`config.mk`:
```
export PLATFORM = sky130hd
export DESIGN_NAME = sprite_image_writer
export DESIGN_NICKNAME = d
export VERILOG_FILES = /design/src/rtl/sprite_pkg.sv /design/src/rtl/raster_addr_gen.sv /design/src/rtl/sprite_image_writer.sv
export SDC_FILE = /design/constraint.sdc
export NUM_CORES = 1
export LEC_CHECK = 0
export BUFFER_PORTS_ARGS = -buffer_cell sky130_fd_sc_hd__buf_2
export CAP_MARGIN = 20
export CORE_ASPECT_RATIO = 2
export CORE_MARGIN = 2
export CORE_UTILIZATION = 60
export CTS_CLUSTER_DIAMETER = 40
export DETAILED_ROUTE_END_ITERATION = 12
export PLACE_DENSITY_LB_ADDON = 0.08
export SLEW_MARGIN = 0
export SYNTH_ARGS = -nofsm -noshare
export SYNTH_HDL_FRONTEND = slang
export SYNTH_HIERARCHICAL = 1
export SYNTH_SLANG_ARGS = --single-unit
```
`constraint.sdc`:
```
create_clock -name clk -period 7.15 [get_ports clk]
set_input_delay 0.3575 -clock clk [delete_from_list [all_inputs] [get_ports clk]]
set_output_delay 0.3575 -clock clk [all_outputs]
set_load 0.02 [all_outputs]
```
`src/rtl/sprite_pkg.sv`:
```
// Shared sprite geometry defaults and writer state encoding, common to the
// sprite readers and the image writer.
package sprite_pkg;

  localparam int unsigned SpriteW = 50;
  localparam int unsigned SpriteH = 50;
  localparam int unsigned AddrW   = 13;
  localparam int unsigned DataW   = 9;
  localparam int unsigned CoordW  = 6;

  typedef enum logic [1:0] {
    StIdle,
    StWrite,
    StFinish
  } writerState_t;

endpackage

```
`src/rtl/raster_addr_gen.sv`:
```
// Raster-order address walker over a rectangle inside the sprite image.
// Holds col/row/rowBase so the streaming path needs only adders.
module raster_addr_gen import sprite_pkg::*; #(
  parameter int unsigned SPRITE_W = SpriteW,
  parameter int unsigned ADDR_W   = AddrW
) (
  input  logic              clk,
  input  logic              reset,
  input  logic              load,
  input  logic              advance,
  input  logic [CoordW-1:0] xStart,
  input  logic [CoordW-1:0] yStart,
  input  logic [CoordW-1:0] rectW,
  input  logic [CoordW-1:0] rectH,
  output logic [ADDR_W-1:0] addr,
  output logic              last
);

  logic [CoordW-1:0] colQ;
  logic [CoordW-1:0] rowQ;
  logic [CoordW-1:0] rectWQ;
  logic [CoordW-1:0] rectHQ;
  logic [ADDR_W-1:0] rowBaseQ;
  logic              rowEnd;

  assign rowEnd = (colQ == rectWQ - CoordW'(1));
  assign last   = rowEnd && (rowQ == rectHQ - CoordW'(1));
  assign addr   = rowBaseQ + ADDR_W'(colQ);

  always_ff @(posedge clk) begin
    if (reset) begin
      colQ     <= '0;
      rowQ     <= '0;
      rectWQ   <= '0;
      rectHQ   <= '0;
      rowBaseQ <= '0;
    end else if (load) begin
      colQ     <= '0;
      rowQ     <= '0;
      rectWQ   <= rectW;
      rectHQ   <= rectH;
      // Constant-multiplier product, evaluated once per transfer.
      rowBaseQ <= ADDR_W'(yStart) * ADDR_W'(SPRITE_W) + ADDR_W'(xStart);
    end else if (advance) begin
      if (rowEnd) begin
        colQ     <= '0;
        rowQ     <= rowQ + CoordW'(1);
        rowBaseQ <= rowBaseQ + ADDR_W'(SPRITE_W);
      end else begin
        colQ <= colQ + CoordW'(1);
      end
    end
  end

endmodule

```
`src/rtl/sprite_image_writer.sv`:
```
// Streams a raster-ordered pixel rectangle into the sprite image RAM write
// port, with a bounds check on the requested rectangle.
module sprite_image_writer import sprite_pkg::*; #(
  parameter int unsigned SPRITE_W = SpriteW,
  parameter int unsigned SPRITE_H = SpriteH,
  parameter int unsigned ADDR_W   = AddrW,
  parameter int unsigned DATA_W   = DataW
) (
  input  logic              clk,
  input  logic              reset,
  input  logic              start,
  input  logic [CoordW-1:0] xStart,
  input  logic [CoordW-1:0] yStart,
  input  logic [CoordW-1:0] rectW,
  input  logic [CoordW-1:0] rectH,
  input  logic [DATA_W-1:0] pixelIn,
  input  logic              pixelValid,
  output logic              pixelReady,
  output logic              wEn,
  output logic [ADDR_W-1:0] addr,
  output logic [DATA_W-1:0] dataIn,
  output logic              busy,
  output logic              done,
  output logic              error
);

  writerState_t      stateQ, stateD;
  logic              wEnQ;
  logic [ADDR_W-1:0] addrQ;
  logic [DATA_W-1:0] dataQ;
  logic              errorQ, errorD;
  logic              load;
  logic              handshake;
  logic              fits;
  logic              empty;
  logic [CoordW:0]   xSum;
  logic [CoordW:0]   ySum;
  logic [ADDR_W-1:0] genAddr;
  logic              genLast;

  // One extra bit so the right/bottom edge sums cannot overflow.
  assign xSum  = {1'b0, xStart} + {1'b0, rectW};
  assign ySum  = {1'b0, yStart} + {1'b0, rectH};
  assign fits  = (xSum <= (CoordW + 1)'(SPRITE_W)) && (ySum <= (CoordW + 1)'(SPRITE_H));
  assign empty = (rectW == '0) || (rectH == '0);

  assign pixelReady = (stateQ == StWrite);
  assign handshake  = pixelReady && pixelValid;
  assign busy       = (stateQ != StIdle);
  assign done       = (stateQ == StFinish);
  assign wEn        = wEnQ;
  assign addr       = addrQ;
  assign dataIn     = dataQ;
  assign error      = errorQ;

  always_comb begin
    stateD = stateQ;
    load   = 1'b0;
    errorD = 1'b0;
    unique case (stateQ)
      StIdle: begin
        if (start) begin
          if (!fits) begin
            errorD = 1'b1;
          end else if (empty) begin
            stateD = StFinish;
          end else begin
            load   = 1'b1;
            stateD = StWrite;
          end
        end
      end
      StWrite: begin
        if (handshake && genLast) stateD = StFinish;
      end
      StFinish: stateD = StIdle;
      default:  stateD = StIdle;
    endcase
  end

  always_ff @(posedge clk) begin
    if (reset) begin
      stateQ <= StIdle;
      wEnQ   <= 1'b0;
      addrQ  <= '0;
      dataQ  <= '0;
      errorQ <= 1'b0;
    end else begin
      stateQ <= stateD;
      wEnQ   <= handshake;
      errorQ <= errorD;
      if (handshake) begin
        addrQ <= genAddr;
        dataQ <= pixelIn;
      end
    end
  end

  raster_addr_gen #(
    .SPRITE_W(SPRITE_W),
    .ADDR_W  (ADDR_W)
  ) u_addrGen (
    .clk    (clk),
    .reset  (reset),
    .load   (load),
    .advance(handshake),
    .xStart (xStart),
    .yStart (yStart),
    .rectW  (rectW),
    .rectH  (rectH),
    .addr   (genAddr),
    .last   (genLast)
  );

endmodule

```
==> metrics.md <==
| Metric | Value |
|---|---|
| Final antenna-violating net count | 0 |
| Worst-Margin Slew | around 0.83 ns |
| RSZ-0062 raised after global routing | no |
| GR Overflow Total | 0 |
| Reg-to-reg slack, setup | 4.19 ns |
| Setup TNS | 0 ns |
| Slowest cell delay on critical path | 0.48 ns |
| Initial antenna violation count | 0 |
| Row count | 45 |
| WL per Instance | between 15 and 20 microns |
| Worst setup path endpoint | u_addrGen/rowBaseQ[7] |
| Share of layout cells above drive strength 1 | 15.4% |
| Register Area | 0.00126 sq mm |
| Starting Density | 61.5% |
| Async set-or-reset flop fraction in the synthesized netlist | 0% |
| Post-Syn Nets | 647 |
| Minimum clock period | approximately 3.4 ns |
| Area taken by multi-input logic gates | around 0.0032 sq mm |
| Ys Warns | 6 |
| Syn avg cell area | between 8 and 9 sq um |
| Crit path kind | input pin to register |
| LEAKAGE | approximately 2.3 nW |
| Clock Skew | roughly 0.0069 ns |
| CTS tree | done |
| Largest net degree at the start of global routing | 46 |
| Post-synth top cells | 70 x nand2_1, 63 x dfxtp_1, 51 x ha_1 |
| Skew-Pair Late Insertion Delay | between 0.3 and 0.4 ns |
| R2r startpoint | stateQ[0] |
| Ranking of synthesized cells by area | dfxtp_1 27%, ha_1 14%, nand2_1 5.7% |
| Max FO, Critical Path | 25 |
| Area leader, netlist | dfxtp_1 |
| Yosys reg bits | 63 |
| Synth Instances | 554 |
| Final-report hold violation count | 0 |
| CP startpoint | rectH[0] |
| GRT Util Overall | between 20% and 30% |
| FF-to-FF End | u_addrGen/rowBaseQ[6] |
| Post-synth top area share | 27.2% |
| Yosys cell types | 70 |
| Worst hold path class | input pin to register |
| Starting DRT DRC Count | 213 |
| Cells on worst reg2reg path | 8 |
| Htree depth | 3 |
| Post-synthesis sequential area ratio | 27.2% |
| RePlAce Congestion | 0.941 |
| Via count | 4275 |
| Number of synthesized flops with an enable pin | 0 |
| Resized Gates After CTS | 0 |
| CP Capture Type | register |
| Die Footprint | 0.00850 sq mm |
| I/O pin cnt | 64 |
| Number of fill cells in the layout | 653 |
| Worst path depth | 13 |
| Max transition margin | 44.7% |
| Remaining DRCs | 0 |
| Layout net count | 706 |
| First-pass GRT wire length | 18700 microns |
| Max clock buf depth | 2 |
| Vias in the first global route | 4174 |
| Die W | 66.2 microns |
| Clock-pin slew of the registers on the worst-case setup and hold paths | around 0.050 ns |
| Startpoint types | input pin |
| Total Wirelength | 11600 microns |
| Hpwl dp | just over 9000 microns |
| Core Area | 0.00754 sq mm |
| Worst path bufs/invs | 5 |
| Top delay family on crit path | simple AND/OR/NAND/NOR gates |
| Hold Buf Count CTS | 0 |
| # port buffers | 63 |
| Power Density | 205 mW/mm^2 |
| Crit-path cells | buf_2, ha_1, inv_1, fa_1, inv_1, a221oi_1, nor4_4, nor3_2, buf_4, clkinv_1, nand2_1, nor4_1, a311o_1 |
| Maximum VDD drop | ~0.13 mV |
| Clock sink count | 63 |
| Antenna cell count | 0 |
| TritonCTS buffer count | 9 |
| Syn-to-layout area delta | 13.8% |
| CP Data Arrival Time | 3.61 ns |
| Slowest library cell on the worst path | fa_1 |
| Routed vias/inst | 6.00 |
| Mapped cell area | about 0.0046 sq mm |
| Fmax | roughly 290 MHz |
| Total Power | 0.00108 W |
| DRT Pass-1 Iters | 6 |
| Most frequent CP cell | inv_1 |
| Setup-failing EPs final | 0 |
| Max Cap Violations | 0 |
| Die height | 128 microns |
| CP required | 7.36 ns |
| Count leader, synth | nand2_1 |
| Fin crit share | 47.5% |
| Post-CTS setup buffers | 0 |
| Final Max Tran Viols | 0 |
| Ys flop type | dfxtp_1 |
| Status | finished clean |
| Clock root cell | clkbuf_16 |
report_power, final:
part	switching [W]	leakage, nW	internal, W
sequential	0.0000181	0.510	0.000368
clock	0.000148	0.136	0.000252
combinational	0.000169	1.64	0.000126
total	0.000335	2.29	0.000746
worst min-delay path by stage:
stage | start | endpoint | slack (ns) | cells past startpoint
finish | pixelIn[5] | dataIn[5] | 0.27 | 3
global route | pixelIn[7] | dataIn[7] | 0.27 | 3
CTS | pixelIn[5] | dataIn[5] | 0.26 | 3
detailed placement | addr[4] | addr[4] | 0.44 | 2
global placement | dataIn[3] | dataIn[3] | 0.44 | 2
floorplan | u_addrGen/rowBaseQ[0] | u_addrGen/rowBaseQ[0] | 0.46 | 2
flip-flops by register name (all words and copies together), names as in the netlist:
register	flops
addr	13
u_addrGen/rowBaseQ	13
dataIn	9
u_addrGen/colQ	6
u_addrGen/rectHQ	6
u_addrGen/rectWQ	6
u_addrGen/rowQ	6
stateQ	2
error	1
wEn	1
tightest hold or removal path, cell delays in order:
cell and delay (ns):
buf_2 0.10, nand2_1 0.05, a21oi_1 0.05
routing by layer:
| layer | global-route usage [%] | wire length (microns) | up-vias | part of all wire [%] |
|---|---|---|---|---|
| met3 | 4.63 | 441 | 40 | 3.8 |
| li1 | - | - | 2107 | - |
| met4 | 18.5 | 653 | 0 | 5.6 |
| met5 | 0 | 0 | - | 0 |
| met2 | 52.1 | 6160 | 136 | 53 |
| met1 | 28.4 | 4330 | 1992 | 37 |
cells by family (layout without fill, tap and decap cells):
logic type,Yosys count,in the layout,share of synthesized area [%]
and+or+nand+nor,202,202,21.8
adders and majority gates,56,56,15.9
DFF,63,63,27.2
buffers and inverters,49,113,4.58
muxes,14,14,3.02
AOI/OAI and AO/OA,126,126,18.9
xor gates and xnor gates,44,44,8.60
metrics by stage:
stage / hold slack (ns) / area (sq um) / util (%) / setup slack (ns) / instances
detailed placement: 0.444 / 5000 / 66.3 / 3.45 / 696
global placement: 0.439 / 5000 / 66.3 / 3.62 / 696
floorplan: 0.465 / 4640 / - / 4.06 / 554
CTS: 0.264 / 5280 / 70.0 / 3.80 / 712
finish: 0.272 / 5280 / 70.0 / 3.75 / 712
global route: 0.273 / 5280 / 70.0 / 3.57 / 712
area by class of cell:
class | count | area share, %
multi-input combinational | 442 | 60.0
tap | 94 | 2.23
clock buffer | 13 | 4.93
sequential | 63 | 23.9
clock inverter | 3 | 0.332
inverter | 31 | 2.20
timing repair buffer | 66 | 6.40
placed cells by master, fill, tap and decap left out, types with 5 or more instances in the layout:
cell / instances
a21o_1: 6
buf_2: 63
xor2_1: 14
fa_1: 5
mux2i_1: 14
a21oi_1: 39
dfxtp_1: 63
nand2b_1: 5
o21a_1: 7
o21ai_0: 18
a31oi_1: 7
xnor2_1: 29
ha_1: 51
nand4_1: 9
nor2b_1: 5
inv_1: 30
clkbuf_16: 9
nor2_1: 45
nand2_1: 70
nor3_1: 11
and3_1: 7
nand3_1: 15
a211oi_1: 7
No activity file was read; power rests on OpenSTA's default activity.
